==> config.mk <==
export PLATFORM = sky130hd
export DESIGN_NAME = fifo_uart_tx
export DESIGN_NICKNAME = d
export VERILOG_FILES = /design/src/rtl/fifo_uart_tx.sv
export SDC_FILE = /design/constraint.sdc
export NUM_CORES = 1
export LEC_CHECK = 0
export BUFFER_PORTS_ARGS = -buffer_cell sky130_fd_sc_hd__buf_2
export CORE_MARGIN = 2
export CORE_UTILIZATION = 41
export CTS_CLUSTER_SIZE = 25
export DETAILED_ROUTE_END_ITERATION = 8
export GPL_ROUTABILITY_DRIVEN = 0
export PLACE_DENSITY = 0.68
export SLEW_MARGIN = 15
export SYNTH_ARGS = -nofsm -noshare
export SYNTH_HDL_FRONTEND = slang
export SYNTH_SLANG_ARGS = --single-unit
==> constraint.sdc <==
create_clock -name CLK -period 2.5 [get_ports CLK]
set_input_delay 0.5 -clock CLK [delete_from_list [all_inputs] [get_ports CLK]]
set_output_delay 0.5 -clock CLK [all_outputs]
set_load 0.01 [all_outputs]
==> src/rtl/fifo_uart_tx.sv <==
// fifo_uart_tx: pops bytes from the streaming FIFO and sends each one as an
// asynchronous serial frame: start bit, 8 data bits LSB first, optional even
// parity bit, one stop bit.
// Optional feature macro: FIFO_UART_TX_PARITY_EN (adds the parity bit state).
module fifo_uart_tx #(
  parameter int unsigned CLKS_PER_BIT = 16,
  parameter int unsigned CNT_W        = 16
) (
  input  logic       CLK,
  input  logic       RST,
  input  logic       ENABLE,
  input  logic       FIFO_EMPTY,
  input  logic [7:0] FIFO_DATA,
  output logic       FIFO_RD_EN,
  output logic       TX,
  output logic       BUSY,
  output logic       TX_DONE
);

  typedef enum logic [2:0] {
    StIdle, StFetch, StLoad, StStart, StData, StParity, StStop
  } state_e;

  localparam logic [CNT_W-1:0] LastCnt = CNT_W'(CLKS_PER_BIT - 1);

  state_e           state_q, state_d;
  logic [CNT_W-1:0] cnt_q, cnt_d;
  logic [2:0]       idx_q, idx_d;
  logic [7:0]       shift_q, shift_d;
  // Remembers whether FETCH really popped, so LOAD never latches stale data.
  logic             popped_q, popped_d;
  logic             wrap;

`ifdef FIFO_UART_TX_PARITY_EN
  logic parity_q, parity_d;
`endif

  assign wrap = (cnt_q == LastCnt);

  // State and datapath registers; async reset abandons any frame in progress.
  always_ff @(posedge CLK or posedge RST) begin
    if (RST) begin
      state_q  <= StIdle;
      cnt_q    <= '0;
      idx_q    <= '0;
      shift_q  <= '0;
      popped_q <= 1'b0;
`ifdef FIFO_UART_TX_PARITY_EN
      parity_q <= 1'b0;
`endif
    end else begin
      state_q  <= state_d;
      cnt_q    <= cnt_d;
      idx_q    <= idx_d;
      shift_q  <= shift_d;
      popped_q <= popped_d;
`ifdef FIFO_UART_TX_PARITY_EN
      parity_q <= parity_d;
`endif
    end
  end

  // Next state, bit timer and outputs decoded from the current state.
  always_comb begin
    state_d    = state_q;
    cnt_d      = '0;
    idx_d      = idx_q;
    shift_d    = shift_q;
    popped_d   = popped_q;
    FIFO_RD_EN = 1'b0;
    TX         = 1'b1;
    BUSY       = 1'b1;
    TX_DONE    = 1'b0;
`ifdef FIFO_UART_TX_PARITY_EN
    parity_d   = parity_q;
`endif
    unique case (state_q)
      StIdle: begin
        BUSY = 1'b0;
        if (ENABLE && !FIFO_EMPTY) state_d = StFetch;
      end
      StFetch: begin
        FIFO_RD_EN = !FIFO_EMPTY;
        popped_d   = !FIFO_EMPTY;
        state_d    = StLoad;
      end
      StLoad: begin
        if (popped_q) begin
          shift_d = FIFO_DATA;
          idx_d   = '0;
`ifdef FIFO_UART_TX_PARITY_EN
          parity_d = ^FIFO_DATA;
`endif
          state_d = StStart;
        end else begin
          state_d = StIdle;
        end
      end
      StStart: begin
        TX    = 1'b0;
        cnt_d = wrap ? '0 : cnt_q + 1'b1;
        if (wrap) state_d = StData;
      end
      StData: begin
        TX    = shift_q[0];
        cnt_d = wrap ? '0 : cnt_q + 1'b1;
        if (wrap) begin
          shift_d = shift_q >> 1;
          if (idx_q == 3'd7) begin
`ifdef FIFO_UART_TX_PARITY_EN
            state_d = StParity;
`else
            state_d = StStop;
`endif
          end else begin
            idx_d = idx_q + 3'd1;
          end
        end
      end
`ifdef FIFO_UART_TX_PARITY_EN
      StParity: begin
        TX    = parity_q;
        cnt_d = wrap ? '0 : cnt_q + 1'b1;
        if (wrap) state_d = StStop;
      end
`endif
      StStop: begin
        cnt_d = wrap ? '0 : cnt_q + 1'b1;
        if (wrap) begin
          TX_DONE = 1'b1;
          state_d = (ENABLE && !FIFO_EMPTY) ? StFetch : StIdle;
        end
      end
      default: state_d = StIdle;
    endcase
  end

endmodule

* Yosys cells after proc, flatten, opt, wreduce, memory -nomap -nowiden *
Cells that the tools add are included.

word-level totals
  register bits = 31
  input bits = 12
  output and inout port bits = 4

operators by class
  $add $sub $neg = 2
  equality and inequality tests = 14
  mux-type cells = 22
  reduce and logical (&&, ||, !) cells = 8

operators by type and width
  operator                                        count
  two-way mux 16 bit                              2
  two-way mux 3 bit                               8
  case mux 3 bit (6 select lines)                 1
  adder 16 x 1 -> 16 bit, second input constant   1
  == test 16 x 4 -> 1 bit, second input constant  1
  two-way mux 8 bit                               2
  case mux 8 bit (2 select lines)                 1
  != test 2 bit, second input constant            7
  == test 3 bit, second input constant            3
  == test 3 x 2 -> 1 bit, second input constant   2
  case mux 3 bit (2 select lines)                 1
  two-way mux 1 bit                               5
  AND reduction 5 bit                             1
  AND reduction 4 bit                             1
  adder 3 x 1 -> 3 bit, second input constant     1
  == test 3 x 1 -> 1 bit, second input constant   1
  zero test 3 bit                                 1
  AND reduction 3 bit                             1
  OR reduction 3 bit                              1
  two-way mux 2 bit                               1
  case mux 1 bit (2 select lines)                 1
  nonzero test 2 bit                              1
  logical AND 1 bit                               1
  zero test 1 bit                                 1

* Longest topological paths before layout *
  word-level depth = 5
  gate-level depth with buffers = 8

* Worst setup path before layout *
No wires, ideal clock.

  path kind = reg2out
  start point = register cnt_q[0]
  end point = output port TX_DONE
  arrival = 1.337 ns
  slack = 0.663 ns
  stages on the path, launching flop included = 7
  buffers on the path = 1
  cells stage by stage = dfrtp_1 ha_1 and3_1 and4_1 buf_6 nand2_1 nor2_1

between the ends
  cells in the longest elaborated chain, start to end = 3

RTL lines
  element                  RTL line  text
  from (decl)              27        logic [CNT_W-1:0] cnt_q, cnt_d;
  from (signal assigned)   53        cnt_q <= cnt_d;
  == test 16 x 4 -> 1 bit  38        assign wrap = (cnt_q == LastCnt);
  two-way mux 1 bit        129       if (wrap) begin
  two-way mux 1 bit        77        unique case (state_q)
  to (decl)                17        output logic TX_DONE

No other way between the ends.

* Worst setup path in the final report *
Same ends and word-level chain as after synthesis.

==> impl_metrics.tcl <==
set metrics [dict create \
    grt_max_degree 32 \
    cp-end-kind "output port" \
    clock_latency_ns 0.28 \
    wl_um 3130 \
    synth_area_leaders "dfrtp_1, xnor2_1, o221a_2" \
    p_leak_uw 0.000761 \
    std_cell_rows 22 \
    area_delta_synth_final_pct 14.0 \
    grt_overflow 0 \
    power_frac_clock_pct 32.4 \
    endpoint "TX_DONE" \
    portBuffers 15 \
    fin_worst_skew_ns 0.00564 \
    design_area_um2 1860 \
    antenna_cells 0 \
    drtIter0Drc 85 \
    utilization_pct 49.8 \
    final_nets 199 \
    io-pin-count 16 \
    min_path_type "input port to async pin" \
    core_um2 3740 \
    r2r-start "cnt_q[0]" \
    fillers 354 \
    gr-usage-all-layers_pct 16.4 \
    clockRootBuffer "clkbuf_8" \
    cts_buffer_depth 2 \
    wl_per_cell_um 13.4 \
    worstPathMaxFanout 8 \
    rr_worst_depth 5 \
    cts_tree "built" \
    finalCritPeriodShare_pct 92.7 \
    start_kind "register" \
    final_antenna_net_count 0 \
    syn_nets 182 \
    antenna_found_initial 0 \
    min_period_ns 2.32 \
    yosysWarningCount 0 \
    ir_worst_vdd_mv 0.318 \
    start_util_pct 43.7 \
    r2r-end "cnt_q[5]" \
    finalHoldViolCount 0 \
    vias 1271 \
    drt_first_pass_iters 4 \
    avgSynthCellArea_um2 9.79 \
    max_slew_margin_pct 66.9 \
    cp_slowest_cell "dfrtp_1" \
    die_h_um 67.2 \
    grt_setup_unrepaired "no" \
    yosys_register_bits 31 \
    syn-cell-area_um2 1640 \
    grt_pass1_vias 1249 \
    swShare_pct 29.9 \
    setup_viol 0 \
    status "finished clean" \
    max_freq_mhz 431 \
    multi_input_area_um2 802 \
    reg2reg_slack_ns 0.59 \
    p_int_uw 1100 \
    synth_area_leader_cell "dfrtp_1" \
    fp.dieArea_um2 4510 \
    required_ns 2.00 \
    drc 0 \
    synth_cell_types 35 \
    maxCapViolations 0 \
    clk_pin_slew_ns 0.07 \
    crit_arrival_ns 1.82 \
    power_density_nw_per_um2 843 \
    most-common-layout-cells "dfrtp_1, nor2_1, buf_2" \
    cts_buffers 5 \
    worstSetupPathDepth 6 \
    synth.top_cell.area_share_pct 47.4 \
    grt_pass1_wl_um 5530 \
    critPathLaunch "cnt_q[0]" \
    slew_viol_final 0 \
    ys_seq_area_share_pct 47.4 \
    seq_area_um2 776 \
    setup_tns_ns 0 \
    drive_gt1_share_pct 21.1 \
    crit_path_max_incr_delay_ns 0.39 \
    dieWidth_um 67.2 \
    viasPerCell 5.45 \
    htree_levels 2 \
    placed_area_um2 1750 \
    power_frac_comb_pct 23.1 \
    layout_commonest_cell "dfrtp_1" \
    path_delay_family "simple AND/OR/NAND/NOR gates" \
    cp_num_buf_inv 1 \
    power_frac_seq_pct 44.4 \
    place_hpwl_um 2210 \
    cts.sinks 31 \
    p_switching_uw 470 \
    path_cells "ha_1, and3_1, and4_2, nand2_1, nor2_1, buf_2" \
    worst_slew_pin_slew_ns 0.496 \
    path_class "register to output port" \
    syn_inst 167 \
]
==> power by group through the flow <==
stage / registers (uW) / clock network [uW] / logic [uW]
after global routing: 721 / 552 / 409
after detailed placement: 707 / 0 / 369
final: 698 / 509 / 364
after global placement: 703 / 0 / 354
after CTS: 697 / 526 / 372
after floorplan: 658 / 0 / 325
==> registers in the layout, indices dropped and copies added (netlist names) <==
register  count
state_q       3
shift_q       8
cnt_q        16
popped_q      1
idx_q         3
==> layer usage <==
metal	up-vias	part of all wire [%]	wire length [um]	track usage [%]
li1	627	-	-	-
met1	618	44	1380	20.7
met2	20	49	1540	26.0
met3	6	5.6	176	6.67
met4	0	1.1	34	4.34
met5	-	0	0	0
==> layout make-up <==
cell class | count | area share (%)
clock buffer | 6 | 4.43
clock inverter | 2 | 1.88
inverter | 7 | 1.41
multi-input combinational | 123 | 43.0
sequential | 31 | 41.6
tap | 48 | 3.22
timing repair buffer | 16 | 4.43
==> kinds of logic after synthesis <==
kind of cell / after synthesis / share of synthesized area [%]
AND/OR/NAND/NOR: 90 / 30.9
flip-flops: 31 / 47.4
AO/OA/AOI/OAI: 16 / 8.19
XOR/XNOR: 13 / 6.96
buffers and inverters: 13 / 3.60
adder cells (fa/ha/maj): 3 / 2.30
multiplexers: 1 / 0.612
==> cells in the mapped netlist (all sizes together) <==
cell type and count:
dfrtp 31, nor2 20, nand2 13, nand2b 11, nand3 11, xnor2 11
nor4 10, inv 7, nand4 7, o221a 7, nor3 5, a21oi 4
buf 3, clkbuf 3, ha 3, o21ai 3, nor2b 2, or3 2
xor2 2, a31o 1, and2 1, and3 1, and4 1, and4bb 1
mux2i 1, nand4b 1, nand4bb 1, nor3b 1, o21a 1, or2 1
or4 1
==> stage by stage <==
stage               power, uW  hold WS (ns)  std cells  setup slack (ns)
floorplan                 983         0.455        167             0.663
global placement         1060         0.467        225             0.463
detailed placement       1080         0.488        225             0.420
CTS                      1600         0.287        233             0.112
global route             1680         0.301        233            0.0367
finish                   1570         0.277        233             0.182
==> worst min path at each step <==
stage | depth (start not counted) | to | startpoint | slack (ns)
2_1_floorplan | 1 | cnt_q[0] | cnt_q[0] | 0.45
3_3_place_gp | 1 | cnt_q[0] | cnt_q[0] | 0.47
3_5_place_dp | 1 | cnt_q[0] | cnt_q[0] | 0.49
4_1_cts | 3 | cnt_q[6] | RST | 0.29
5_1_grt | 3 | cnt_q[14] | RST | 0.30
6_report | 3 | cnt_q[14] | RST | 0.28
==> what timing repair did <==
item,4_1_cts,5_1_grt
setup endpoints to repair,0,1
endpoints found under the hold margin,0,0
hold buffers,0,0
resized for setup,0,1
setup buffers,0,0
==> tightest hold or removal path, stage by stage <==
cell and delay [ns]:
buf_2 0.09, inv_1 0.04, buf_4 0.34
Power figures use the tool's default switching activity.
